<file path="config.mk">
export PLATFORM = sky130hd
export DESIGN_NAME = adc_ctrl_flat
export DESIGN_NICKNAME = d
export VERILOG_FILES = /design/src/rtl/adc_ctrl_if.sv /design/src/rtl/adc_ctrl.sv /design/src/flat_wrapper.sv
export SDC_FILE = /design/constraint.sdc
export NUM_CORES = 1
export LEC_CHECK = 0
export CORE_UTILIZATION = 57
export DETAILED_ROUTE_END_ITERATION = 8
export HOLD_SLACK_MARGIN = 0.12
export PLACE_DENSITY = 0.89
export SLEW_MARGIN = 20
export SYNTH_ARGS = -nofsm -noshare
export SYNTH_HDL_FRONTEND = slang
export SYNTH_SLANG_ARGS = --single-unit
</file>
<file path="constraint.sdc">
create_clock -name clk -period 2.9 [get_ports clk]
set_clock_uncertainty 0.15 [all_clocks]
set_input_delay 0.435 -clock clk [delete_from_list [all_inputs] [get_ports clk]]
set_output_delay 0.435 -clock clk [all_outputs]
set_load 0.02 [all_outputs]
</file>
<file path="src/rtl/adc_ctrl_if.sv">
// Serial-audio ADC link: clock outputs, serial data in, parallel stereo samples out.
// The controller side is the master (it drives every clock), the consumer/ADC side is the slave.
`timescale 1ns/1ps
interface adc_ctrl_if;
  logic        mclk;
  logic        sclk;
  logic        lrck;
  logic        sdto;
  logic [15:0] sample_l;
  logic [15:0] sample_r;
  logic        valid;

  modport master (
    output mclk, sclk, lrck, sample_l, sample_r, valid,
    input  sdto
  );

  modport slave (
    input  mclk, sclk, lrck, sample_l, sample_r, valid,
    output sdto
  );
endinterface

</file>
<file path="src/rtl/adc_ctrl.sv">
// I2S 16-bit stereo receiver; clocks derived from a free-running 1024-cycle frame counter.
// Pair strobed on cnt==780 (<=5 clk after right LSB sclk rise); no backpressure, samples held 1024 cycles.
`timescale 1ns/1ps
module adc_ctrl (
  input  logic       clk,
  input  logic       reset,
  adc_ctrl_if.master bus
);

  localparam logic [3:0] CAP_PHASE  = 4'hB;
  localparam logic [9:0] LEFT_HOLD  = 10'd268;
  localparam logic [9:0] RIGHT_DONE = 10'd779;

  logic [9:0]  cnt_q, cnt_d;
  logic        s1_q, s2_q;
  logic [15:0] shl_q, shl_d;
  logic [15:0] shr_q, shr_d;
  logic [15:0] left_hold_q, left_hold_d;
  logic [15:0] sample_l_q, sample_l_d;
  logic [15:0] sample_r_q, sample_r_d;
  logic        valid_q, valid_d;

  logic [4:0]  slot;
  logic        right_half;
  logic        cap_en;

  assign slot       = cnt_q[8:4];
  assign right_half = cnt_q[9];
  // Slot 0 is the I2S one-bit delay; slots 17..31 are padding after the LSB.
  assign cap_en     = (cnt_q[3:0] == CAP_PHASE) && (slot >= 5'd1) && (slot <= 5'd16);

  always_comb begin
    cnt_d       = cnt_q + 10'd1;
    shl_d       = shl_q;
    shr_d       = shr_q;
    left_hold_d = left_hold_q;
    sample_l_d  = sample_l_q;
    sample_r_d  = sample_r_q;
    valid_d     = 1'b0;

    if (slot == 5'd0) begin
      if (right_half) shr_d = '0;
      else            shl_d = '0;
    end else if (cap_en) begin
      if (right_half) shr_d = {shr_q[14:0], s2_q};
      else            shl_d = {shl_q[14:0], s2_q};
    end

    if (cnt_q == LEFT_HOLD) left_hold_d = shl_q;

    // shr_d already contains the LSB captured on this same edge.
    if (cnt_q == RIGHT_DONE) begin
      sample_l_d = left_hold_q;
      sample_r_d = shr_d;
      valid_d    = 1'b1;
    end
  end

  always_ff @(posedge clk or negedge reset) begin
    if (!reset) begin
      cnt_q       <= '0;
      s1_q        <= 1'b0;
      s2_q        <= 1'b0;
      shl_q       <= '0;
      shr_q       <= '0;
      left_hold_q <= '0;
      sample_l_q  <= '0;
      sample_r_q  <= '0;
      valid_q     <= 1'b0;
    end else begin
      cnt_q       <= cnt_d;
      s1_q        <= bus.sdto;
      s2_q        <= s1_q;
      shl_q       <= shl_d;
      shr_q       <= shr_d;
      left_hold_q <= left_hold_d;
      sample_l_q  <= sample_l_d;
      sample_r_q  <= sample_r_d;
      valid_q     <= valid_d;
    end
  end

  assign bus.mclk     = cnt_q[1];
  assign bus.sclk     = cnt_q[3];
  assign bus.lrck     = cnt_q[9];
  assign bus.sample_l = sample_l_q;
  assign bus.sample_r = sample_r_q;
  assign bus.valid    = valid_q;

endmodule

</file>
<file path="src/flat_wrapper.sv">
// flat-port wrapper written by rule: the top's interface ports become plain ports
module adc_ctrl_flat 
  (clk, reset, bus_mclk, bus_sclk, bus_lrck, bus_sample_l, bus_sample_r, bus_valid, bus_sdto);
  adc_ctrl_if bus_i ();
  input  logic clk;
  input  logic reset;
  output wire logic [$bits(bus_i.mclk)-1:0] bus_mclk;
  output wire logic [$bits(bus_i.sclk)-1:0] bus_sclk;
  output wire logic [$bits(bus_i.lrck)-1:0] bus_lrck;
  output wire logic [$bits(bus_i.sample_l)-1:0] bus_sample_l;
  output wire logic [$bits(bus_i.sample_r)-1:0] bus_sample_r;
  output wire logic [$bits(bus_i.valid)-1:0] bus_valid;
  input wire logic [$bits(bus_i.sdto)-1:0] bus_sdto;
  assign bus_mclk = bus_i.mclk;
  assign bus_sclk = bus_i.sclk;
  assign bus_lrck = bus_i.lrck;
  assign bus_sample_l = bus_i.sample_l;
  assign bus_sample_r = bus_i.sample_r;
  assign bus_valid = bus_i.valid;
  assign bus_i.sdto = bus_sdto;
  adc_ctrl u_core (.clk(clk), .reset(reset), .bus(bus_i));
endmodule
</file>
==> results of run 1 <==
-- cell usage after synthesis --
cell,n,area [sq um]
a222oi_1,31,310.3
dfrtp_1,92,2302
mux2_4,29,435.4
nor2_1,36,135.1
inv_1,37,138.9
or4_4,1,11.26
clkbuf_1,17,63.81
buf_6,1,11.26
a211o_2,2,20.02
mux2_2,19,214.0
nor3_1,2,10.01
buf_2,3,15.01
xor2_1,4,35.03
nand3_1,4,20.02
nand2_1,3,11.26
or4_1,1,7.510
ha_1,2,25.02
nor4_1,1,6.260
or3_1,1,6.260
o21ai_0,30,150.1
xnor2_1,4,35.03
nand4b_1,1,8.760
buf_12,3,60.06
nand3b_1,1,7.510
-- worst min path at each step --
stage / start / end / cells past startpoint
global route: u_core.s1_q$_DFF_PN0_ / u_core.s2_q$_DFF_PN0_ / 0
detailed placement: u_core.s1_q$_DFF_PN0_ / u_core.s2_q$_DFF_PN0_ / 0
floorplan: reset / u_core.bus.sample_l[0]$_DFFE_PN0P_ / 0
finish: u_core.s1_q$_DFF_PN0_ / u_core.s2_q$_DFF_PN0_ / 0
global placement: u_core.s1_q$_DFF_PN0_ / u_core.s2_q$_DFF_PN0_ / 0
CTS: u_core.s1_q$_DFF_PN0_ / u_core.s2_q$_DFF_PN0_ / 0
-- state kept, by name, summed over array words and instances, names as in the netlist --
| name | flops |
|---|---|
| u_core.s2_q | 1 |
| u_core.bus.sample_r | 16 |
| u_core.shl_q | 16 |
| u_core.bus.valid | 1 |
| u_core.cnt_q | 10 |
| u_core.shr_q | 15 |
| u_core.bus.sample_l | 16 |
| u_core.left_hold_q | 16 |
| u_core.s1_q | 1 |
-- final cells by class --
cell class | count | area [sq um] | share of cell area
sequential | 92 | 2302 | 0.4913
multi-input combinational | 172 | 1451 | 0.3097
timing repair buffer | 47 | 460.4 | 0.09826
inverter | 37 | 138.9 | 0.02964
clock buffer | 9 | 123.9 | 0.02644
tap | 96 | 120.1 | 0.02563
clock inverter | 6 | 88.84 | 0.01896
-- timing repair --
action,in CTS,in global routing
hold endpoints to repair,41,0
setup buffers,0,0
hold buffers,1,0
-- logic make-up (layout without fill, tap and decap cells) --
family	after synthesis	count (layout)	share of synthesized area
DFF	92	92	0.5698
AOI/OAI and AO/OA	63	63	0.1189
buffers and inverters	61	99	0.07154
and+or+nand+nor	51	51	0.05544
muxes	48	48	0.1607
xor gates and xnor gates	8	8	0.01734
adders and majority gates	2	2	0.006193
-- routing by layer --
metal | vias up | GRT usage
met5 | - | 0
li1 | 1225 | -
met3 | 22 | 0.03905
met2 | 114 | 0.3593
met1 | 1373 | 0.3108
met4 | 0 | 0.1379
-- report_power, final --
part           internal, mW  switching, mW  leakage (nW)
Sequential             1.28        0.00262          1.26
Clock                 0.482          0.450         0.102
Combinational       0.00735         0.0260         0.862
Total                  1.77          0.478          2.23
-- stage by stage --
step | setup WS, ps | hold WS [ps]
6_report | 196.6 | 205.4
5_1_grt | 119.0 | 207.3
4_1_cts | 221.0 | 206.0
3_5_place_dp | 233.9 | 186.4
3_3_place_gp | 281.1 | 187.3
2_1_floorplan | 523.3 | -10.59
-- critical path, stage by stage (launching register included) --
cell     delay (ps)
dfrtp_1         420
or4_1           740
or4_4           840
mux2_4          400
==> impl_metrics.ini, run 1 <==
[global_routing]
antenna_found_initial = 0
grt.total_usage = 0.2319
grt_pass1_wl_um = 13140
grt_max_degree = 52
grt.overflow.total = 0
grt_pass1_vias = 2691

[clocking]
cts_tree = built
path_clk_slew_ps = 80
clock_sinks = 92
insertion_delay_ps = 370
cts_buffers = 9
htreeDepth = 3
root_buffer = clkbuf_8
clockBufferDepth = 2
post_cts_resized = 0

[hold_path]
hp-class = reg -> reg

[drt]
dr_total_vias = 2734
vias_per_cell = 5.956
ant_nets = 0
wl_per_cell_um = 17.13
highest_layer = met4
met1_length_um = 3421
routed_wirelength_um = 7861
wl_met2_um = 3793
drc = 0
drtIter0Drc = 424
drt-pass1-iter-count = 7
wl_met3_um = 399

[run]
cap_violations = 0

[sta]
tightest_slew_ps = 975.7
period_share = 0.9322
maxSlewViolCount = 0
tns_ps = 0
hold_viol_final = 0
period_minus_slack_ps = 2703
rsz0062_at_grt = false
clock.fmax_mhz = 369.9
slew_headroom = 0.3471
finalSetupViolCount = 0

[layout]
final_common_cell = dfrtp_1
stdcell_count = 459
final_core_util = 0.6859
area_growth_pct = 15.98
diodes = 0
layout.nets = 364
fillCellCount = 479
design_area_sq_um = 4686
drive_gt1_frac = 0.2094
layout_common_cells = 92 x dfrtp_1, 37 x inv_1, 37 x clkdlybuf4s50_1, 35 x nor2_1, 31 x a222oi_1

[floorplanning]
die_w_um = 86.19
ioPinCount = 39
die_area_sq_um = 7429
start_util = 0.5914
rows = 30
core_area_sq_um = 6832
die_h_um = 86.19

[worst_setup_path]
crit_fanout = 33
critPathArrivalTime_ps = 2800
worstSetupEndpointType = flip-flop
crit_end = u_core.bus.sample_l[7]$_DFFE_PN0P_
crit_path_start_kind = flip-flop
reg2reg_slack_ps = 200
critPathRequiredTime_ps = 3000
startpoint = u_core.cnt_q[6]$_DFF_PN0_
worstSetupPathType = reg -> reg
r2r-end = u_core.bus.sample_l[7]$_DFFE_PN0P_
r2r_cells = 3
r2r_start = u_core.cnt_q[6]$_DFF_PN0_

[power_and_ir_drop]
irDropWorstVdd_mv = 0.2157
power.density_nw_per_um2 = 480.5
p_leak_nw = 2.226
design_power_total_mw = 2.252

[synth]
synth-warning-count = 0
postSynthCellCount = 325
syn_nets = 330
synthesis.area_sq_um = 4040
ys_seq_elements = 92
synth.yosys.seq_area_share = 0.5698
ys_types = 24
syn_avg_cell_area_sq_um = 12.43

[placed_design]
place_hpwl_um = 4835
gp_congestion = 0.7650
port_buffers = 38
placed_area_sq_um = 4463
placed_cells = 443

[outcome]
status = complete, no violations
Note: power is estimated with default switching activity, not from simulation.
==> inputs of run 2 (changes only) <==
CAP_MARGIN = 20   (was unset)
==> results of run 2 <==
No change in the layout: final DEF, timing and power equal those of run 1.
==> inputs of run 3 (changes only) <==
CORE_ASPECT_RATIO = 0.8   (was unset)
CORE_UTILIZATION = 61   (was 57)
PLACE_DENSITY = 0.93   (was 0.89)
clock period = 3.16 ns   (was 2.9 ns; I/O delays follow)
==> run 3 against run 2 <==
  * Fmax rose by 4.2%
  * Final area fell by 1.2%
  * Non-clock buffer count fell by 3
  * First-iteration DRC count fell by 15%
  * Via count fell by 0.18%
  * Combinational power fell by 18%
  * Global-route usage fell by 0.13 points
  * Flip-flop and latch count did not move
  * Largest cell class unchanged
  * Sequential share of layout area rose by 0.61 points
  * Worst setup slack improved by 370 ps
  * Register-to-register slack improved by 370 ps
==> impl_metrics.ini, run 3 (same netlist as run 1, synthesis figures left out) <==
[sta]
hold_viol_final = 0
period_share = 0.8211
period_minus_slack_ps = 2595
maxSlewViolCount = 0
tightest_slew_ps = 1067
slew_headroom = 0.2859
clock.fmax_mhz = 385.4
finalSetupViolCount = 0
rsz0062_at_grt = false
tns_ps = 0

[power_and_ir_drop]
power.density_nw_per_um2 = 433.2
p_leak_nw = 2.205
irDropWorstVdd_mv = 0.2884

[worst_setup_path]
crit_path_start_kind = flip-flop
critPathArrivalTime_ps = 2680
crit_fanout = 34
worstSetupPathType = reg -> reg
crit_buf_inv = 1
slowest_stage = or3_1
cp_cell_sequence = or4_1, buf_4, or3_1, mux2_2
worstSetupEndpointType = flip-flop
reg2reg_slack_ps = 570
critPathRequiredTime_ps = 3250
critPathTopFamily = simple AND/OR/NAND/NOR gates
critPathMaxStageDelay_ps = 700

[placed_design]
gp_congestion = 0.7648
placed_area_sq_um = 4413
place_hpwl_um = 4510
port_buffers = 38

[drt]
drt-pass1-iter-count = 6
routed_wirelength_um = 7276
dr_total_vias = 2729
drc = 0
vias_per_cell = 6.146
wl_per_cell_um = 16.39
drtIter0Drc = 361
ant_nets = 0

[layout]
area_growth_pct = 14.56
layout_common_cells = 92 x dfrtp_1, 37 x inv_1, 37 x clkdlybuf4s50_1, 35 x nor2_1, 31 x a222oi_1
layout.nets = 361
seqCellArea_sq_um = 2302
design_area_sq_um = 4628
fillCellCount = 417
final_common_cell = dfrtp_1
multi_input_area_sq_um = 1451
diodes = 0
final_core_util = 0.7259
drive_gt1_frac = 0.2000

[global_routing]
grt.overflow.total = 0
grt.total_usage = 0.2306
grt_pass1_vias = 2508
grt_max_degree = 93
antenna_found_initial = 0
grt_pass1_wl_um = 12170

[clocking]
post_cts_resized = 0
htreeDepth = 3
path_clk_slew_ps = 80
cts_buffers = 9
insertion_delay_ps = 360
clock_sinks = 92
cts_tree = built
root_buffer = clkbuf_8
holdBufCountCts = 0
clockBufferDepth = 2
cts_setup_buffers = 0

[floorplanning]
rows = 26
die_h_um = 74.79
start_util = 0.6336
core_area_sq_um = 6376
ioPinCount = 39
die_area_sq_um = 6955
die_w_um = 92.99

[run]
cap_violations = 0

[hold_path]
hp-class = reg -> reg

[outcome]
status = complete, no violations
==> run 3: metal layers <==
layer  track usage  vias up  wire [um]
met3       0.06162       10        487
met5             0        -          0
li1              -     1223          -
met1        0.3215     1368       3132
met2        0.3603      128       3562
met4       0.07521        0         93
==> run 3: area by class of cell <==
type / instances / area share
clock buffers: 12 / 0.03352
clock inverters: 3 / 0.01000
inverters: 37 / 0.03001
multi-input cells: 172 / 0.3136
flip-flops and latches: 92 / 0.4974
well taps: 84 / 0.02271
repair buffers: 44 / 0.09273
==> run 3: stage by stage <==
| step | power (mW) | setup WS (ps) | std cells | hold slack (ps) |
|---|---|---|---|---|
| 2_1_floorplan | 1.206 | 783.3 | 325 | 28.41 |
| 3_3_place_gp | 1.231 | 669.7 | 428 | 186.8 |
| 3_5_place_dp | 1.232 | 564.7 | 428 | 184.7 |
| 4_1_cts | 2.020 | 546.2 | 443 | 200.8 |
| 5_1_grt | 2.074 | 478.5 | 444 | 212.2 |
| 6_report | 2.005 | 565.4 | 444 | 202.5 |
==> run 3: final timing paths <==
check,startpoint,endpoint,depth (start not counted)
setup / recovery,u_core.cnt_q[6]$_DFF_PN0_,u_core.left_hold_q[4]$_DFFE_PN0N_,4
hold / removal,u_core.s1_q$_DFF_PN0_,u_core.s2_q$_DFF_PN0_,0
setup reg to reg,u_core.cnt_q[6]$_DFF_PN0_,u_core.left_hold_q[4]$_DFFE_PN0N_,4
hold reg to reg,u_core.s1_q$_DFF_PN0_,u_core.s2_q$_DFF_PN0_,0
max in group asynchronous,reset,u_core.bus.sample_l[3]$_DFFE_PN0P_,2
min in group asynchronous,reset,u_core.left_hold_q[5]$_DFFE_PN0N_,2
==> run 3: power by group <==
part	internal, mW	leakage (nW)	switching, mW
logic	0.00459	0.844	0.0228
clock network	0.406	0.0987	0.390
registers	1.18	1.26	0.00231
